File: config.mk
export PLATFORM = sky130hd
export DESIGN_NAME = m_demux_scan_flat
export DESIGN_NICKNAME = d
export VERILOG_FILES = /design/src/rtl/m_demux_scan_pkg.sv /design/src/rtl/m_demux_scan_if.sv /design/src/rtl/m_scan_ptr.sv /design/src/rtl/m_demux_scan.sv /design/src/flat_wrapper.sv
export SDC_FILE = /design/constraint.sdc
export NUM_CORES = 1
export LEC_CHECK = 0
export BUFFER_PORTS_ARGS = -buffer_cell sky130_fd_sc_hd__buf_2
export CORE_ASPECT_RATIO = 1.1
export CORE_MARGIN = 4
export CORE_UTILIZATION = 25
export DETAILED_ROUTE_END_ITERATION = 8
export GPL_TIMING_DRIVEN = 0
export PLACE_DENSITY = 0.53
export SLEW_MARGIN = 30
export SYNTH_ARGS = -nofsm -noshare
export SYNTH_HDL_FRONTEND = slang
export SYNTH_SLANG_ARGS = --single-unit
File: constraint.sdc
create_clock -name clk -period 2.8 [get_ports clk]
set_input_delay 0.28 -clock clk [delete_from_list [all_inputs] [get_ports clk]]
set_output_delay 0.28 -clock clk [all_outputs]
set_load 0.005 [all_outputs]
File: src/rtl/m_demux_scan_pkg.sv
// Shared defaults and encodings for the registered scan demux.
package m_mpu_pkg;

  localparam int WORD_DEF  = 8;
  localparam int CH_DEF    = 4;
  localparam int SEL_W_DEF = 2;
  localparam int DIV_W_DEF = 4;

  localparam logic MODE_MANUAL = 1'b0;
  localparam logic MODE_SCAN   = 1'b1;

  localparam logic [0:0] ST_LOAD = 1'b0;
  localparam logic [0:0] ST_RUN  = 1'b1;

endpackage

File: src/rtl/m_demux_scan_if.sv
// Input stream plus per-channel output stream of the scan demux.
interface m_demux_scan_if #(
  parameter int WORD = 8,
  parameter int CH   = 4
) ();

  logic              i_valid;
  logic [WORD-1:0]   i_data;
  logic              i_ready;
  logic [CH*WORD-1:0] o_data;
  logic [CH-1:0]     o_valid;
  logic [CH-1:0]     o_ready;

  modport master (
    output i_valid, i_data, o_ready,
    input  i_ready, o_data, o_valid
  );

  modport slave (
    input  i_valid, i_data, o_ready,
    output i_ready, o_data, o_valid
  );

endinterface

File: src/rtl/m_scan_ptr.sv
// Scan pointer: programmable dwell counter driving a pointer that wraps at CH-1.
module m_scan_ptr
  import m_mpu_pkg::*;
#(
  parameter int CH    = CH_DEF,
  parameter int SEL_W = SEL_W_DEF,
  parameter int DIV_W = DIV_W_DEF
) (
  input  logic             clk,
  input  logic             reset,
  input  logic             mode,
  input  logic             ratio_setting,
  input  logic [DIV_W-1:0] divide_ratio,
  output logic [SEL_W-1:0] scan_ptr
);

  localparam logic [SEL_W-1:0] LAST_CH = SEL_W'(CH - 1);

  logic [0:0]       st_q;
  logic [DIV_W-1:0] ratio_q;
  logic [DIV_W-1:0] tick_q;
  logic [SEL_W-1:0] ptr_q;

  function automatic logic [DIV_W-1:0] clamp_ratio(input logic [DIV_W-1:0] r);
    return (r == '0) ? DIV_W'(1) : r;
  endfunction

  // The LOAD->RUN cycle already counts, so the first channel dwells exactly ratio cycles.
  always_ff @(posedge clk) begin
    if (reset) begin
      st_q    <= ST_RUN;
      ratio_q <= DIV_W'(1);
      tick_q  <= '0;
      ptr_q   <= '0;
    end else if (ratio_setting) begin
      st_q    <= ST_LOAD;
      ratio_q <= clamp_ratio(divide_ratio);
      tick_q  <= '0;
      ptr_q   <= '0;
    end else begin
      if (st_q == ST_LOAD) st_q <= ST_RUN;
      if (mode == MODE_SCAN) begin
        if (tick_q == ratio_q - DIV_W'(1)) begin
          tick_q <= '0;
          ptr_q  <= (ptr_q == LAST_CH) ? '0 : ptr_q + SEL_W'(1);
        end else begin
          tick_q <= tick_q + DIV_W'(1);
        end
      end
    end
  end

  assign scan_ptr = ptr_q;

endmodule

File: src/rtl/m_demux_scan.sv
// Registered 1-to-CH demux with manual select or rotating scan destination.
module m_demux_scan
  import m_mpu_pkg::*;
#(
  parameter int WORD  = WORD_DEF,
  parameter int CH    = CH_DEF,
  parameter int SEL_W = SEL_W_DEF,
  parameter int DIV_W = DIV_W_DEF
) (
  input  logic             clk,
  input  logic             reset,
  input  logic             mode,
  input  logic [SEL_W-1:0] select,
  input  logic             ratio_setting,
  input  logic [DIV_W-1:0] divide_ratio,
  m_demux_scan_if.slave    bus,
  output logic [SEL_W-1:0] cur_sel,
  output logic             sel_err
);

  localparam logic [SEL_W:0] CH_L = (SEL_W + 1)'(CH);

  logic [SEL_W-1:0] scan_ptr;
  logic             in_range;
  logic             accept;
  logic [CH-1:0]    hit;
  logic [CH-1:0]    room;
  logic             vld_p1  [CH];
  logic [WORD-1:0]  data_p1 [CH];
  logic             sel_err_q;

  m_scan_ptr #(
    .CH    (CH),
    .SEL_W (SEL_W),
    .DIV_W (DIV_W)
  ) u_scan_ptr (
    .clk           (clk),
    .reset         (reset),
    .mode          (mode),
    .ratio_setting (ratio_setting),
    .divide_ratio  (divide_ratio),
    .scan_ptr      (scan_ptr)
  );

  assign cur_sel     = (mode == MODE_SCAN) ? scan_ptr : select;
  assign in_range    = {1'b0, cur_sel} < CH_L;
  assign bus.i_ready = ~reset & |(hit & room);
  assign accept      = bus.i_valid & bus.i_ready;

  // Stage p1: one holding register per channel; a draining slot may refill in the same cycle.
  for (genvar k = 0; k < CH; k++) begin : g_ch
    assign hit[k]  = in_range & (cur_sel == SEL_W'(k));
    assign room[k] = ~vld_p1[k] | bus.o_ready[k];

    always_ff @(posedge clk) begin
      if (reset) begin
        vld_p1[k]  <= 1'b0;
        data_p1[k] <= '0;
      end else if (accept & hit[k]) begin
        vld_p1[k]  <= 1'b1;
        data_p1[k] <= bus.i_data;
      end else if (bus.o_ready[k]) begin
        vld_p1[k]  <= 1'b0;
      end
    end

    assign bus.o_valid[k]               = vld_p1[k];
    assign bus.o_data[k*WORD +: WORD]   = data_p1[k];
  end

  always_ff @(posedge clk) begin
    if (reset)                      sel_err_q <= 1'b0;
    else if (bus.i_valid & ~in_range) sel_err_q <= 1'b1;
  end

  assign sel_err = sel_err_q;

endmodule

File: src/flat_wrapper.sv
// flat-port wrapper written by rule: the top's interface ports become plain ports
module m_demux_scan_flat import m_mpu_pkg::*;
#(
  parameter int WORD  = WORD_DEF,
  parameter int CH    = CH_DEF,
  parameter int SEL_W = SEL_W_DEF,
  parameter int DIV_W = DIV_W_DEF
)
  (clk, reset, mode, select, ratio_setting, divide_ratio, cur_sel, sel_err, bus_i_valid, bus_i_data, bus_o_ready, bus_i_ready, bus_o_data, bus_o_valid);
  m_demux_scan_if #(.WORD(WORD), .CH(CH)) bus_i ();
  input  logic clk;
  input  logic reset;
  input  logic mode;
  input  logic [SEL_W-1:0] select;
  input  logic ratio_setting;
  input  logic [DIV_W-1:0] divide_ratio;
  output logic [SEL_W-1:0] cur_sel;
  output logic sel_err;
  input wire logic [$bits(bus_i.i_valid)-1:0] bus_i_valid;
  input wire logic [$bits(bus_i.i_data)-1:0] bus_i_data;
  input wire logic [$bits(bus_i.o_ready)-1:0] bus_o_ready;
  output wire logic [$bits(bus_i.i_ready)-1:0] bus_i_ready;
  output wire logic [$bits(bus_i.o_data)-1:0] bus_o_data;
  output wire logic [$bits(bus_i.o_valid)-1:0] bus_o_valid;
  assign bus_i.i_valid = bus_i_valid;
  assign bus_i.i_data = bus_i_data;
  assign bus_i.o_ready = bus_o_ready;
  assign bus_i_ready = bus_i.i_ready;
  assign bus_o_data = bus_i.o_data;
  assign bus_o_valid = bus_i.o_valid;
  m_demux_scan #(.WORD(WORD), .CH(CH), .SEL_W(SEL_W), .DIV_W(DIV_W)) u_core (.clk(clk), .reset(reset), .mode(mode), .select(select), .ratio_setting(ratio_setting), .divide_ratio(divide_ratio), .bus(bus_i), .cur_sel(cur_sel), .sel_err(sel_err));
endmodule
Yosys cells after proc, flatten, opt, wreduce, memory -nomap -nowiden
Memory sizes are Yosys's and may differ from the RTL's.
Cells that the tools add are included.
Widths: inputs -> output; s select.

storage, ports and cells
  memories = 2
  bits of input ports = 23
  memory bits (read-only) = 0
  register bits = 10
  bits in writable memories = 36
  output and inout bits = 40
  bits in latches = 0
  word-level logic and storage cells = 92

memory list
  memory          depth  bits a word  rd ports  clocked after memory_dff  wr ports  line                source
  u_core.data_p1  4      8            4         0                         4         m_demux_scan.sv:29  logic [WORD-1:0] data_p1 [CH];
  u_core.vld_p1   4      1            4         0                         4         m_demux_scan.sv:28  logic vld_p1 [CH];

operators by class
  eq/ne operators = 5
  bitwise operators = 28
  $lt $le $gt $ge = 0
  shift-type cells = 0
  $add $sub $neg = 3
  divide/modulo/power cells = 0
  multiplexer cells = 46
  multiply operators = 0
  reduce and logical (&&, ||, !) cells = 5

operators with widths
  kind                 count
  $mux 1               38
  $mux 8               4
  $or 1x1->1           16
  $mux 4               2
  $and 1x1->1          6
  $eq 2x2->1 const B   3
  $not 1->1            5
  $add 4x1->4 const B  1
  $and 4x4->4          1
  $eq 4x4->1           1
  $logic_not 4->1      1
  $mux 2               2
  $reduce_or 4->1      1
  $sub 4x1->4 const B  1
  $add 2x1->2 const B  1
  $eq 2x1->1 const B   1
  $logic_not 2->1      1
  $reduce_and 2->1     1
  $reduce_or 2->1      1

Longest topological paths before layout
An unclocked memory read counts as a cell.

  word-level depth = 13
  depth in mapped cells = 6
  depth with buffers taken out = 6

By module
From an unflattened synthesis, not the netlist that was laid out.

second synthesis, totals
  cell total of the unflattened synthesis = 226
  area total of the unflattened synthesis = 2333.5 um2

modules (own cells, without submodules)
  module        sequential area each (um2)  instances  area each (um2)  cells each
  m_demux_scan  1081.0                      1          1808.0           169
  m_scan_ptr    200.2                       1          525.5            57

Worst setup path before layout
No wires, ideal clock.

  path type = reg-to-reg
  start point = register u_core.u_scan_ptr.ptr_q[1] (netlist: u_core.u_scan_ptr.scan_ptr[1])
  end point = memory u_core.data_p1[1][0], enable pin
  clock period less this slack = 2.256 ns
  buffers on the path = 1
  arrival = 1.872 ns
  slack = 0.544 ns
  data required time = 2.416 ns
  stages on the path, launching flop included = 6
  setup time = 0.384 ns
  cells stage by stage = dfxtp_1 mux2i_1 mux2i_1 mux2i_4 buf_6 o21ai_0

RTL lines
  what                      line                source
  start: declaration        m_scan_ptr.sv:22    logic [SEL_W-1:0] ptr_q;
  start signal: assignment  m_scan_ptr.sv:45    ptr_q <= (ptr_q == LAST_CH) ? '0 : ptr_q + SEL_W'(1);
  end: declaration          m_demux_scan.sv:29

==> results by group <==
STA
  • Least setup slack across all paths after layout: 339 ps
  • Highest clock frequency the design can meet: 406 MHz
  • Actual slew at the worst max-slew pin: 822 ps
  • Setup repair after global routing missed its margin: no
  • Final Hold Viols: 0
  • Clock tree skew after final layout: 8.32 ps
  • Number of pins with negative max-slew slack in the final report: 0
  • Final period util: 87.9%
  • Time the worst path needs with I/O delays and setup: 2460 ps
  • Max_slew headroom: 44.8%
  • Setup violation total in the final timing report: 0

Synth
  • Most instantiated library cell after synthesis: sky130_fd_sc_hd__nor3_1
  • Net Count, Synth: 214
  • Share of the synthesized area in the top cell type: 50.2%
  • Number of instances in the synthesized netlist: 188
  • Top area cells in the synthesized netlist: sky130_fd_sc_hd__edfxtp_1, sky130_fd_sc_hd__nor3_1, sky130_fd_sc_hd__dfxtp_1
  • Share of async-settable or async-resettable flops after synthesis: 0%
  • Mean post-synth cell area: 11.4 um^2
  • Most frequent cells after synthesis: sky130_fd_sc_hd__nor3_1, sky130_fd_sc_hd__edfxtp_1, sky130_fd_sc_hd__nand2_1
  • Library cell with the largest summed area after synthesis: sky130_fd_sc_hd__edfxtp_1
  • Post-synth EDFFs: 36
  • #FFs+latches synth: 46
  • Dominant synthesized flop cell: sky130_fd_sc_hd__edfxtp_1
  • Seq/Total Area, Yosys: 59.5%
  • Yosys synthesis warning count: 0
  • Synth Cell Area: 0.00215 mm^2
  • Library cells used by synthesis: 33

Clocking
  • Number of sinks on the clock net: 46
  • Count of H-tree levels built during CTS: 2
  • Number of gates resized after cts: 0
  • Number of buffers added to fix hold violations after cts: 0
  • Insertion delay of the later-clocked pin in the worst-skew pair: 300 ps
  • Clock Tree Buf Depth: 2
  • Clock buffers created by TritonCTS: 5
  • Clk pin slew, worst setup/hold paths: 100 ps
  • Post-CTS Setup Inserts: 0
  • Clock tree from TritonCTS: done
  • CTS Root Cell: sky130_fd_sc_hd__clkbuf_8

Layout
  • Fraction of final layout cells sized beyond drive strength 1: 31.9%
  • Area added between synthesis and finish: 25.3%
  • Number of nets in the layout: 282
  • Count of antenna diodes in the layout: 0
  • Core utilization of the finished layout: 32.1%

Floorplanning
  • Standard-cell row count: 35
  • Number of top-level pins: 63
  • Area of the die: 0.0102 mm^2
  • Initial core utilization: 25.6%
  • Die width: 96.5 um
  • Height of the die: 105 um
  • Area of the placeable core: 0.00841 mm^2

Setup path
  • RR Startpoint: u_core.u_scan_ptr.scan_ptr[1]$_SDFFE_PP0P_
  • Kind of capture point of the worst setup path: flip-flop
  • Highest-delay cell along the critical path: sky130_fd_sc_hd__o21ai_1
  • Worst setup path class: reg -> reg
  • CP Cell Sequence: mux2i_1 > mux2i_1 > mux2i_4 > buf_6 > o21ai_1
  • Maximum net fanout on the critical path: 10
  • Depth of the worst register-to-register path: 5
  • Cell family with most CP delay: multiplexers
  • Flop2flop setup slack: 340 ps
  • Critical path startpoint category: flip-flop
  • Critical Path RT: 2740 ps
  • First element of the critical path: u_core.u_scan_ptr.scan_ptr[1]$_SDFFE_PP0P_
  • WP buf/inv: 1
  • Critical Path Most Common Cell: sky130_fd_sc_hd__mux2i_1
  • Longest individual stage delay on the worst path: 650 ps
  • CP Data Arrival Time: 2400 ps
  • Capture point of the worst reg-to-reg path: u_core.data_p1[3][0]$_SDFFCE_PN0P_

Global route
  • Initial antenna violation count: 0
  • Gr ovfl total: 0
  • Total routing usage reported by global routing: 10.9%
  • Largest net degree at the start of global routing: 17
  • Global-route wire length before repair: 8500 um
  • Number of global-route vias before repair: 1676

Placement
  • Post-placement worst setup slack: 258 ps
  • HPWL after DPL: 4140 um
  • Placer Congestion: 0.750
  • Quantity of I/O buffers inserted on ports: 60

Status
  • Outcome: finished, final reports clean

Routing
  • Via count: 1615
  • Antenna-violating nets left: 0
  • Average routed wire per standard cell: 14.5 um
  • Final wirelength: 5350 um
  • Detailed-route DRC error count: 0
  • Initial drt markers: 50
  • Average via count per standard cell: 4.39
  • Count of TritonRoute iterations in the first routing pass: 4

Flow run
  • Max_cap viols: 0

Pwr
  • Maximum vdd drop: 0.248 mV
  • Power density normalized to cell area: 526 mW/mm^2
  • LEAKAGE: 1.10 nW

Hold path
  • Kind of path behind the tightest hold check: in -> reg
  • Worst hold stages: 3
  • Launch instance of the worst min-delay path: divide_ratio[1]
  • Hold path endpoint: u_core.u_scan_ptr.ratio_q[1]$_SDFFE_PP0P_
==> through the flow <==
stage	TNS (ps)	cell area (um^2)	total power, mW	cells	hold slack (ps)
final	0	2700	1.42	368	229
after detailed placement	0	2590	1.00	359	525
after floorplan	0	2150	0.914	188	427
after global routing	0	2700	1.48	368	247
after CTS	0	2690	1.42	367	226
after global placement	-238	2590	0.999	359	509
==> cell families after synthesis <==
logic type / synth area share (%)
other cells: 0.174
xor+xnor: 4.36
compound gates: 4.59
simple gates: 19.5
mux: 4.30
buf+inv: 5.81
flops: 59.5
fa+ha+maj: 1.74
==> cell type report <==
cell class / count / area [um^2]
clock inverters: 3 / 25.0
plain buffers: 15 / 106
repair buffers: 61 / 305
clock buffers: 5 / 68.8
fillers: 903 / 5710
inverters: 5 / 18.8
multi-input cells: 122 / 752
flip-flops and latches: 46 / 1280
well taps: 111 / 139
==> report_power, final <==
part	internal [mW]	switching, mW
Combinational	0.0821	0.112
Clock	0.181	0.253
Sequential	0.774	0.0160
Total	1.04	0.381
==> worst register-to-register path: stages (launching register included) <==
cell                      delay, ps
sky130_fd_sc_hd__dfxtp_1        390
sky130_fd_sc_hd__mux2i_1        360
sky130_fd_sc_hd__mux2i_1        330
sky130_fd_sc_hd__mux2i_4        180
sky130_fd_sc_hd__buf_6          180
sky130_fd_sc_hd__o21ai_1        650
==> placed cells by master (no fill, tap or decap), types with 5 or more instances in the layout <==
cell type / n
sky130_fd_sc_hd__nand2b_1: 5
sky130_fd_sc_hd__edfxtp_1: 36
sky130_fd_sc_hd__inv_1: 5
sky130_fd_sc_hd__buf_4: 5
sky130_fd_sc_hd__xor2_1: 5
sky130_fd_sc_hd__o21ai_0: 6
sky130_fd_sc_hd__buf_2: 62
sky130_fd_sc_hd__nor2_1: 11
sky130_fd_sc_hd__dfxtp_1: 10
sky130_fd_sc_hd__mux2i_1: 7
sky130_fd_sc_hd__nand2_1: 12
sky130_fd_sc_hd__nor2b_1: 5
sky130_fd_sc_hd__nor3_1: 44
sky130_fd_sc_hd__clkbuf_8: 5
==> sequential cells by signal (all words and copies together) (netlist names) <==
signal                      count
u_core.u_scan_ptr.tick_q        4
u_core.u_scan_ptr.ratio_q       4
u_core.vld_p1                   4
u_core.u_scan_ptr.scan_ptr      2
u_core.data_p1                 32
==> worst max-delay path by stage <==
stage	to	slack (ps)	cells past startpoint
finish	u_core.data_p1[3][0]$_SDFFCE_PN0P_	340	5
global route	u_core.data_p1[3][0]$_SDFFCE_PN0P_	130	5
CTS	u_core.data_p1[3][3]$_SDFFCE_PN0P_	290	5
detailed placement	u_core.data_p1[3][1]$_SDFFCE_PN0P_	260	6
global placement	u_core.data_p1[3][2]$_SDFFCE_PN0P_	-30	6
floorplan	u_core.data_p1[1][0]$_SDFFCE_PN0P_	540	5
==> layer usage <==
layer	GRT usage [%]	wire [um]
met5	0	0
met4	3.71	91
met3	2.57	235
met2	18.0	2640
met1	13.7	2380
No activity file was read; power rests on OpenSTA's default activity.
